File: config.mk
export PLATFORM = sky130hd
export DESIGN_NAME = upstream_mem_requester
export DESIGN_NICKNAME = d
export VERILOG_FILES = /design/src/rtl/upstream_mem_requester.sv
export SDC_FILE = /design/constraint.sdc
export NUM_CORES = 1
export LEC_CHECK = 0
export CAP_MARGIN = 10
export CORE_MARGIN = 4
export CORE_UTILIZATION = 50
export CTS_CLUSTER_DIAMETER = 80
export DETAILED_ROUTE_END_ITERATION = 16
export HOLD_SLACK_MARGIN = 0.15
export PLACE_DENSITY = 0.71
export RECOVER_POWER = 25
export SYNTH_ARGS = -nofsm -noshare
export SYNTH_HDL_FRONTEND = slang
export SYNTH_SLANG_ARGS = --single-unit
File: constraint.sdc
create_clock -name clk -period 6.8 [get_ports clk]
set_clock_uncertainty 0.2 [all_clocks]
set_input_delay 1.36 -clock clk [delete_from_list [all_inputs] [get_ports clk]]
set_output_delay 1.36 -clock clk [all_outputs]
set_load 0.02 [all_outputs]
File: src/rtl/upstream_mem_requester.sv
// Host-side request buffer that queues read/write requests and issues them
// one at a time to the downstream memory FSM over a four-phase req/ack handshake.
module upstream_mem_requester #(
  parameter int ADDR_W  = 8,
  parameter int DATA_W  = 8,
  parameter int DEPTH   = 4,
  parameter int TIMEOUT = 15
) (
  input  logic                       clk,
  input  logic                       reset,
  input  logic                       in_valid,
  output logic                       in_ready,
  input  logic [ADDR_W-1:0]          in_addr,
  input  logic [DATA_W-1:0]          in_data,
  input  logic                       in_wr,
  output logic                       req,
  output logic                       memwr,
  output logic [ADDR_W-1:0]          addr,
  output logic [DATA_W-1:0]          wdata,
  input  logic                       ack,
  input  logic [DATA_W-1:0]          rdata,
  output logic                       rd_valid,
  output logic [DATA_W-1:0]          rd_data,
  output logic                       timeout_err,
  output logic [$clog2(DEPTH+1)-1:0] count
);

  localparam int CW = $clog2(DEPTH + 1);
  localparam int PW = $clog2(DEPTH);
  localparam int TW = $clog2(TIMEOUT + 1);
  localparam int EW = 1 + ADDR_W + DATA_W;
  localparam logic [CW-1:0] DEPTH_C  = CW'(DEPTH);
  localparam logic [TW-1:0] TMO_LAST = TW'(TIMEOUT - 1);

  typedef enum logic [1:0] {
    IDLE    = 2'd0,
    ISSUE   = 2'd1,
    RELEASE = 2'd2
  } state_t;

  state_t         state_r;
  logic [EW-1:0]  mem_r [DEPTH];
  logic [PW-1:0]  wr_ptr_r;
  logic [PW-1:0]  rd_ptr_r;
  logic [TW-1:0]  tmo_cnt_r;
  logic           push_s;
  logic           pop_s;
  logic [EW-1:0]  head_s;

  assign in_ready = (count < DEPTH_C);
  assign push_s   = in_valid && in_ready;
  // A stale ack from the previous handshake blocks the next pop.
  assign pop_s    = (state_r == IDLE) && (count != {CW{1'b0}}) && !ack;
  assign head_s   = mem_r[rd_ptr_r];

  // Request FIFO storage, pointers and occupancy.
  always_ff @(posedge clk or posedge reset) begin
    if (reset) begin
      for (int i = 0; i < DEPTH; i++) begin
        mem_r[i] <= {EW{1'b0}};
      end
      wr_ptr_r <= {PW{1'b0}};
      rd_ptr_r <= {PW{1'b0}};
      count    <= {CW{1'b0}};
    end else begin
      if (push_s) begin
        mem_r[wr_ptr_r] <= {in_wr, in_addr, in_data};
        wr_ptr_r        <= wr_ptr_r + PW'(1);
      end
      if (pop_s) begin
        rd_ptr_r <= rd_ptr_r + PW'(1);
      end
      case ({push_s, pop_s})
        2'b10:   count <= count + CW'(1);
        2'b01:   count <= count - CW'(1);
        default: count <= count;
      endcase
    end
  end

  // Handshake state machine with registered downstream and host-return outputs.
  always_ff @(posedge clk or posedge reset) begin
    if (reset) begin
      state_r     <= IDLE;
      req         <= 1'b0;
      memwr       <= 1'b0;
      addr        <= {ADDR_W{1'b0}};
      wdata       <= {DATA_W{1'b0}};
      rd_data     <= {DATA_W{1'b0}};
      rd_valid    <= 1'b0;
      timeout_err <= 1'b0;
      tmo_cnt_r   <= {TW{1'b0}};
    end else begin
      rd_valid    <= 1'b0;
      timeout_err <= 1'b0;
      case (state_r)
        IDLE: begin
          if (pop_s) begin
            memwr     <= head_s[EW-1];
            addr      <= head_s[EW-2 -: ADDR_W];
            wdata     <= head_s[DATA_W-1:0];
            req       <= 1'b1;
            tmo_cnt_r <= {TW{1'b0}};
            state_r   <= ISSUE;
          end else begin
            req     <= 1'b0;
            memwr   <= 1'b0;
            state_r <= IDLE;
          end
        end
        ISSUE: begin
          // ack takes priority over a timeout expiring on the same edge.
          if (ack) begin
            if (!memwr) begin
              rd_data  <= rdata;
              rd_valid <= 1'b1;
            end else begin
              rd_data <= rd_data;
            end
            req     <= 1'b0;
            memwr   <= 1'b0;
            state_r <= RELEASE;
          end else if (tmo_cnt_r == TMO_LAST) begin
            timeout_err <= 1'b1;
            req         <= 1'b0;
            memwr       <= 1'b0;
            state_r     <= IDLE;
          end else begin
            tmo_cnt_r <= tmo_cnt_r + TW'(1);
            state_r   <= ISSUE;
          end
        end
        RELEASE: begin
          req   <= 1'b0;
          memwr <= 1'b0;
          if (!ack) begin
            state_r <= IDLE;
          end else begin
            state_r <= RELEASE;
          end
        end
        default: begin
          req     <= 1'b0;
          memwr   <= 1'b0;
          state_r <= IDLE;
        end
      endcase
    end
  end

endmodule

* Yosys cells after proc, flatten, opt, wreduce, memory -nomap -nowiden
Index checks and enable logic that the tools add are counted.
Word-level totals: input port bits 29, output and inout bits 32, word-level logic and storage cells 77, bits in registers 109
Cells by class: bitwise logic cells 3, $lt $le $gt $ge 4, add/sub/neg operators 5, equality and inequality tests 9, reduce and logical (&&, ||, !) cells 12, multiplexer cells 28
Operator list (count):
- 68-bit bitwise mux | 1
- 17-bit two-way mux | 3
- 17-bit binary-select mux with 2-bit select | 1
- 17-bit demux with 2-bit select | 1
- 1-bit two-way mux | 12
- 4-bit two-way mux | 3
- 4-bit case mux with 2 select lines | 1
- 3-bit >= comparator (second input constant) | 2
- 2-bit != test (second input constant) | 3
- 2-bit NOT with 3-bit output | 2
- 2-bit case mux with 3 select lines | 1
- 3-bit case mux with 2 select lines | 1
- 2-bit by 1-bit adder with 2-bit output (second input constant) | 2
- 4-bit by 1-bit adder with 4-bit output (second input constant) | 1
- 2-bit by 1-bit == test with 1-bit output (second input constant) | 2
- 2-bit == test (second input constant) | 2
- 4-bit == test (second input constant) | 1
- 1-bit logical AND | 4
- 2-bit two-way mux | 2
- 1-bit case mux with 2 select lines | 2
- 4-bit AND reduction | 1
- 2-bit nonzero test | 2
- 3-bit by 1-bit adder with 3-bit output (second input constant) | 1
- 3-bit by 1-bit less-than comparator with 1-bit output (second input constant) | 1
- other kinds (9) | 9

* Longest topological paths before layout
Gate-level depths: netlist (run 1).
depth after elaboration 6, depth in mapped cells 10, mapped depth without buffers 8

* Worst setup path after synthesis (run 1)
No wires, ideal clock.
path type input to register, start input port ack, end register count[2], data arrival time 3103 ps, library setup time 80 ps, path buffers 2, path slack 3416 ps, stages 10, data required time 6520 ps, cell sequence buf_6 -> or3_4 -> nor2_8 -> buf_12 -> ha_1 -> inv_1 -> fa_1 -> xor2_1 -> nor2_1 -> xnor2_1
On the way: cells in the longest elaborated chain, start to end 4, elaborated cells between the ends (all ways) 6, those cells by class eq/ne (2); mux (1); reduce/logical (3)
Ends and longest elaborated chain:
- start, declared | line 20 | input logic ack,
- 1-bit zero test *
- 1-bit logical AND * | line 53 | assign pop_s = (state_r == IDLE) && (count != {CW{1'b0}}) && !ack;
- 2-bit by 1-bit == test with 1-bit output / 2-bit == test (equally long branches) | line 73 | case ({push_s, pop_s})
- 3-bit case mux with 2 select lines / 2-bit nonzero test (equally long branches)
- end signal, assigned | line 74 | 2'b10: count <= count + CW'(1);
- end signal, assigned | line 75 | 2'b01: count <= count - CW'(1);
- end signal, assigned | line 76 | default: count <= count;
- end, declared | line 25 | output logic [$clog2(DEPTH+1)-1:0] count
Every way passes the cells marked *; elsewhere a longest branch is shown, timed or not. A chain may end at the register's enable or synchronous reset.

* Final worst setup path (run 1)
Ends and elaborated chain as after synthesis.

==> results.txt, run 1 <==
The final number of setup-violating endpoints is 0. The maximum root-to-sink buffer count is 2. The placed standard-cell area came out at 5490 um2. The number of resized instances in the post-cts repair step came out at 0. The share of the synthesized netlist area taken by xor and xnor gates is 1.26%.

Before antenna repair, the detailed router went through 4 iterations. The net switching component of the power is 0.000879 W. The number of nets in the finished design came out at 394.

Synthesis produced a netlist whose cell count is 297. By area, the combinational part of the netlist is dominated by multiplexers. The share of synthesized cell area in full adder, half adder and majority cells came out at 2.21%. The share of the synthesized area in the top cell type came out at 56.1%. The number of global-route vias before repair is 2808. STA classifies the critical path startpoint as an input port. The library cell used most frequently in the layout, excluding fill and tap cells, is sky130_fd_sc_hd__dfrtp_1. In this run, synthesis produced a sequential element count of 109. The total number of placement rows came out at 35.

The number of hold violations in the final report is 0. The final design instance area without fill is 5690 um2. In the synthesized netlist the dominant register cell turns out to be sky130_fd_sc_hd__dfrtp_1. The power density over the cells is 479 nW/um2. The share of total power consumed by net switching is 32.2%.

The quantity of hold-fixing buffers added after cts is 0. The number of buffers created by CTS is 9. The register clock-pin slew on the reported worst setup and hold paths is 100 ps. After detailed routing, the number of remaining DRC violations is 0. On the critical path, the stage with the largest delay is an instance of sky130_fd_sc_hd__dlygate4sd3_1. Derived from the worst setup path, the maximum achievable clock frequency is 250 MHz. The leftover overflow at the end of global routing is 0. The cell sitting at the root of the clock tree is a sky130_fd_sc_hd__clkbuf_8. The area of the core region is 9370 um2. The number of DRC markers after the initial detailed-route iteration came out at 86. Sorting the synthesized cells by area gives the leading types as sky130_fd_sc_hd__dfrtp_1 (56%), sky130_fd_sc_hd__mux2_2 (18%), sky130_fd_sc_hd__mux4_2 (6.5%). The clock share of power is 14.7%. After synthesis, the mean cell area works out to 16.4 um2. The synthesized netlist devotes 1.83% of its cell area to compound gates.

The latest clock arrival within the worst-skew pair is 360 ps. The required time of the critical path is 6890 ps. The count of clock tree sinks came out at 109. The accumulated negative setup slack came out at 0 ps.

The area enclosed by the die boundary came out at 11400 um2. The floorplan step set the die height to 107 um. The critical path is of the input port to flop type. The net count after synthesis came out at 334. The flow ran to the end, and the final reports show no timing, DRC or antenna violations. In the layout the commonest cells are sky130_fd_sc_hd__dfrtp_1 (109), sky130_fd_sc_hd__mux2_2 (77), sky130_fd_sc_hd__clkdlybuf4s50_1 (39), sky130_fd_sc_hd__dlygate4sd3_1 (21), sky130_fd_sc_hd__mux2_4 (15).

Along the worst path, the maximum fanout reaches 21. Post-CTS timing repair inserted 0 buffers for setup. The average vias per placed instance is 5.32. The number of pins with negative max-slew slack in the final report was 0. The number of max-capacitance violations reported came out at 0. The pin count of the biggest net entering global routing came out at 85. The total leakage power came out at 2.48 nW. In this run, distinct cell masters in the synthesized netlist total 41.

The post-route minimum period is 4010 ps. The total of fill cells in the finished design came out at 734. The overall fraction of global-route tracks in use is 15.9%.

The initial antenna violation count came to 0. CTS built an H-tree with a depth of 3. The horizontal die dimension is 107 um. In the synthesized netlist, mux cells make up 30.8% of the area. The total wire length came out at 8270 um. The signal on the critical path passes through dlygate4sd3_1 > or3_1 > nor2_8 > ha_1 > inv_1 > fa_1 > xor2_1 > nor2_1 > xnor2_1. Setup repair after global routing left no endpoint under its margin. The final cycle utilization of the critical path came out at 58.9%. The worst setup path is captured at a flop.

The final route contains 2611 vias. The count of input and output buffers is 60. The total inserted antenna cells came out at 0.

The delay contributed by the slowest stage of the critical path is 650 ps. In this run the cell area of the synthesized design comes to 4860 um2. The path class of the tightest hold or removal check is flop to flop. In this run, the combinational gates consume 42.3% of the power.

The final antenna-violating net count is 0. For this configuration, the core starts out at a cell density of 51.9%. The simple-gate portion of the synthesized area came out at 3.86%. The wire-length estimate of the detail-placed layout is 5200 um.

The critical path arrival came out at 4090 ps. The worst pin sits at a relative slew slack of 25.3%. TritonCTS built the clock tree.

The wire length of the first global-routing pass came out at 14200 um. The internal portion of the total power is 0.00185 W. The share of post-route cells with drive strength above 1 came out at 37.3%. The post-placement cell count is 475. The portion of the post-synthesis area used by sequential elements is 56.1%. The number of I/O pins came out at 61.

In the final routed layout, each cell accounts on average for 16.8 um. The cell type with the largest total area after synthesis is sky130_fd_sc_hd__dfrtp_1. The share of total power dissipated in sequential elements is 43.0%. The number of synthesis warnings is 0. The non-filler instance count after layout is 491. The number of synthesized flops with an enable pin came out at 0. The global placer's final weighted congestion is 0.769. The proportion of synthesized flip-flops having asynchronous set or reset came out at 100%. The largest voltage drop on the vdd net came out at 0.000194 V. The layout-stage area growth over the synthesis result is 17.1%. The actual transition at the worst max-transition pin came out at 1110 ps.

For this run, the share of the core covered by cells in the final layout is 60.7%.
power groups by stage:
stage / registers [W] / logic [W] / clock network [W]
floorplan: 0.00122 / 0.000846 / 0
global placement: 0.00118 / 0.00117 / 0
detailed placement: 0.00119 / 0.00119 / 0
CTS: 0.00118 / 0.00120 / 0.000417
global route: 0.00122 / 0.00126 / 0.000440
finish: 0.00117 / 0.00115 / 0.000401
worst max-delay path: cells and delay by family:
family / cells / cell delay (ps)
xor+xnor: 2 / 280
fa+ha+maj: 2 / 650
buf+inv: 2 / 710
simple gates: 3 / 1080
routing by layer:
metal / vias to the layer above / wire (um) / global-route usage [%]
met4: 0 / 89 / 5.30
met1: 1355 / 3860 / 21.7
met5: - / 0 / 0
met3: 8 / 314 / 2.83
met2: 45 / 4010 / 25.9
li1: 1203 / - / -
through the flow:
step | hold slack (ps) | total power [W] | setup WS [ps]
finish | 292 | 0.00273 | 2790
global route | 322 | 0.00291 | 2650
CTS | 299 | 0.00279 | 2940
detailed placement | 276 | 0.00239 | 2560
global placement | 281 | 0.00235 | 2610
floorplan | 270 | 0.00207 | 2370
synthesized netlist by cell type, types with 4 or more instances:
master,instances
sky130_fd_sc_hd__mux2_2,77
sky130_fd_sc_hd__xor2_1,4
sky130_fd_sc_hd__ha_1,7
sky130_fd_sc_hd__buf_4,5
sky130_fd_sc_hd__buf_6,4
sky130_fd_sc_hd__inv_1,10
sky130_fd_sc_hd__dfrtp_1,109
sky130_fd_sc_hd__mux4_2,14
sky130_fd_sc_hd__o21ai_0,5
sky130_fd_sc_hd__nand2_2,4
sky130_fd_sc_hd__mux2_4,15
registers in the layout (all words and copies together) (netlist names):
signal,count
rd_valid,1
memwr,1
timeout_err,1
tmo_cnt_r,4
req,1
wr_ptr_r,2
rd_data,8
rd_ptr_r,2
wdata,8
addr,8
state_r,2
mem_r,68
count,3
final cells by class:
| class | instances | area [um2] | area share, % |
|---|---|---|---|
| clock buffer | 9 | 124 | 2.18 |
| clock inverter | 7 | 85.1 | 1.49 |
| tap | 129 | 161 | 2.84 |
| timing repair buffer | 63 | 619 | 10.9 |
| multi-input combinational | 164 | 1940 | 34.0 |
| sequential | 109 | 2730 | 47.9 |
| inverter | 10 | 38.8 | 0.681 |
logic make-up after synthesis:
group	count (synthesis)
AO/OA/AOI/OAI	13
XOR/XNOR	7
adder cells (fa/ha/maj)	8
buffers and inverters	24
flip-flops	109
multiplexers	110
AND/OR/NAND/NOR	26
final timing paths:
| path | slack [ps] | cells past startpoint | start | endpoint |
|---|---|---|---|---|
| max | 2790 | 9 | ack | count[2] |
| min | 290 | 1 | req | req |
| max reg2reg | 3980 | 8 | state_r[0] | count[2] |
| min reg2reg | 290 | 1 | req | req |
| max in group asynchronous | 3390 | 3 | reset | rd_data[5] |
| min in group asynchronous | 1460 | 2 | reset | mem_r[59] |
Note: power is estimated with default switching activity, not from simulation.
==> run 2, diff against run 1 <==
- PLACE_DENSITY: 0.71 -> 0.74
- clock period: 6.8 -> 3.6 ns (I/O delays scaled with it)
==> run 2 against run 1 <==
Effect of this change:
- power grew 90%
- wire length grew 2.9%
- flip-flop and latch count is the same
- sequential share of layout area shrank 0.11 points
- critical path depth is the same
- critical endpoint unchanged
- largest power group is now combinational cells
==> results.txt, run 2 (synthesis results as in run 1) <==
The number of nets in the finished design is 396 (was 394). The latest clock arrival within the worst-skew pair came out at 360 ps (about the same). The number of global-route vias before repair came out at 2714 (was 2808). The class of the tightest hold or removal check was flop to flop (unchanged). The area enclosed by the die boundary is 11400 um2 (unchanged). The critical path startpoint is ack (unchanged). The worst path uses 78.8% of the clock period. The register clock-pin slew on the reported worst setup and hold paths is 100 ps (about the same). The delay contributed by the slowest stage of the critical path is 650 ps (about the same). The non-filler instance count after layout came out at 493 (was 491). The total wire length was 8510 um (was 8270 um). The overall fraction of global-route tracks in use is 16.2% (was 15.9%). The final worst-path setup slack is 762 ps (was 2790 ps). Status: completed (unchanged). The number of design rule violations left after detail routing came out at 0 (unchanged). Leading cell types in the layout, fill and taps excluded: sky130_fd_sc_hd__dfrtp_1 (109), sky130_fd_sc_hd__mux2_2 (77), sky130_fd_sc_hd__clkdlybuf4s50_1 (57), sky130_fd_sc_hd__mux2_4 (15), sky130_fd_sc_hd__mux4_2 (14) (was sky130_fd_sc_hd__dfrtp_1 (109), sky130_fd_sc_hd__mux2_2 (77), sky130_fd_sc_hd__clkdlybuf4s50_1 (39), sky130_fd_sc_hd__dlygate4sd3_1 (21), sky130_fd_sc_hd__mux2_4 (15)). The register bank with the most flops was mem_r (unchanged). The critical setup path kind is input port to flop (unchanged). The sequential standard cell area is 2730 um2 (unchanged). The maximum root-to-sink buffer count came out at 2 (unchanged).

The total number of placement rows is 35 (unchanged). The pin count of the biggest net entering global routing is 84 (was 85). Based on the critical path, the design can be clocked at up to 352 MHz. Cell-by-cell trace of the critical path: dlygate4sd3_1 > or3_4 > nor2_8 > ha_1 > inv_1 > fa_1 > xor2_1 > nor2_1 > xnor2_1 (was dlygate4sd3_1 > or3_1 > nor2_8 > ha_1 > inv_1 > fa_1 > xor2_1 > nor2_1 > xnor2_1). The actual transition at the worst max-transition pin was 1250 ps (was 1110 ps). The count of clock tree sinks is 109 (unchanged). The critical path arrival came out at 2930 ps (was 4090 ps). The commonest non-fill, non-tap cell in the layout is sky130_fd_sc_hd__dfrtp_1 (unchanged). The count of buffering cells on the critical path with inverters included is 2 (unchanged). The estimated wirelength of the detail-placed design is 5480 um (was 5200 um). The cell with the largest stage delay on the worst path is sky130_fd_sc_hd__dlygate4sd3_1 (unchanged).

The depth of the critical timing path with buffers and inverters included was 9 (unchanged). The number of hold violations in the final report came out at 0 (unchanged). The area of the core region is 9370 um2 (unchanged). After layout, the minimum clock period comes to 2840 ps. The total of fill cells in the finished design is 739 (was 734). The number of DRC markers after the initial detailed-route iteration came out at 66 (was 86). The internal reg-to-reg setup slack came out at 1310 ps (was 3980 ps). The library cell used as clock root buffer is sky130_fd_sc_hd__clkbuf_8 (unchanged).

The element type at the critical path start is an input port (unchanged). The vertical extent of the die is 107 um (unchanged). The multi-input gate area in the final layout is 1940 um2 (about the same). The quantity of hold-fixing buffers added after cts is 0 (unchanged). The total leakage power is 2.48 nW (about the same).

The number of search-and-repair iterations in the first detailed-routing pass is 3 (was 4). The TritonCTS clock tree was done (unchanged). The initial core utilization came out at 51.9% (unchanged). The leftover overflow at the end of global routing is 0 (unchanged). The count of input and output buffers came to 60 (unchanged). Setup repair after global routing missed its margin: no (unchanged). The post-placement worst setup slack came to 454 ps (was 2560 ps). The required time of the critical path was 3690 ps (was 6890 ps). The top cell family by delay on the critical path is buffers and inverters (was simple AND/OR/NAND/NOR gates). The global placer's final weighted congestion came to 0.752 (was 0.769).

The vias after detailed routing came to 2624 (was 2611). The power density over the cells is 910 nW/um2 (was 479 nW/um2). The post-placement cell count was 477 (was 475).

The endpoint of the lowest-slack register-to-register path is count[2] (unchanged). The number of I/O pins is 61 (unchanged). The number of buffers created by CTS is 9 (unchanged).

The accumulated negative setup slack came out at 0 ps (unchanged). The endpoint class of the critical path is a flop (unchanged). The initial antenna violation count was 0 (unchanged).

The horizontal die dimension is 107 um (unchanged). The number of H-tree branching levels came out at 3 (unchanged). The length in cells of the worst reg-to-reg path is 8 (unchanged).

The largest voltage drop on the vdd net came to 0.000307 V (was 0.000194 V). The final antenna-violating net count was 0 (unchanged). The number of resized instances in the post-cts repair step came out at 0 (unchanged). The maximum fanout count along the critical path is 9 (was 21).

The average routed wire per standard cell is 17.3 um (was 16.8 um). The final number of setup-violating endpoints is 0 (unchanged). The post-CTS setup repair buffer count was 0 (unchanged).

The layout-stage area growth over the synthesis result is 17.4% (was 17.1%). The termination of the worst setup path is count[2] (unchanged). The wire length of the first global-routing pass came to 14400 um (was 14200 um). The launch point of the worst reg-to-reg path is state_r[0] (unchanged). The fraction of the core area covered by cells at the end of the flow is 60.9% (was 60.7%). The total inserted antenna cells came to 0 (unchanged). The number of pins with negative max-slew slack in the final report was 0 (unchanged). The share of post-route cells with drive strength above 1 came out at 37.9% (was 37.3%). The number of max-capacitance violations reported came out at 0 (unchanged). The average vias per placed instance is 5.32 (about the same). The tightest slew margin relative to the limit is 16.2% (was 25.3%). The flip-flop count of the largest register after layout is 68 (unchanged).
==> run 2: metrics by stage <==
step	hold WS (ps)	instance area (um2)	total power, W
after floorplan	270	4860	0.00391
after global routing	325	5710	0.00553
final	293	5710	0.00519
after CTS	305	5710	0.00526
after global placement	279	5520	0.00445
after detailed placement	283	5520	0.00454
==> run 2: worst min-delay path by stage <==
stage	end	slack [ps]	startpoint	depth (start not counted)
6_report	req	290	req	1
5_1_grt	mem_r[7]	320	mem_r[7]	1
3_3_place_gp	mem_r[13]	280	mem_r[13]	1
2_1_floorplan	mem_r[43]	270	mem_r[43]	1
3_5_place_dp	req	280	req	1
4_1_cts	req	300	req	1
==> run 2: metal layers <==
layer  GRT usage, %  vias to the layer above  share of wire (%)
met3           2.77                        9                3.0
met5              0                        -                  0
met2           25.8                       43                 50
met4           5.75                        0                1.3
li1               -                     1199                  -
met1           22.7                     1373                 46
==> run 2: area by class of cell <==
type | count | share of cell area (%)
clock buffers | 10 | 2.41
clock inverters | 6 | 0.899
inverters | 10 | 0.680
multi-input cells | 164 | 34.0
flip-flops and latches | 109 | 47.8
well taps | 129 | 2.83
repair buffers | 65 | 11.3
==> run 2: worst reg2reg max path, delay by kind of cell, from the launching register on <==
kind / cells / cell delay (ps)
xor+xnor: 2 / 270
fa+ha+maj: 2 / 540
buf+inv: 1 / 60
flops: 1 / 490
simple gates: 3 / 670
==> run 2: report_power, final <==
part	internal [W]	switching, W
Sequential	0.00183	0.000361
Clock	0.000285	0.000429
Combinational	0.00138	0.000904
Total	0.00350	0.00169
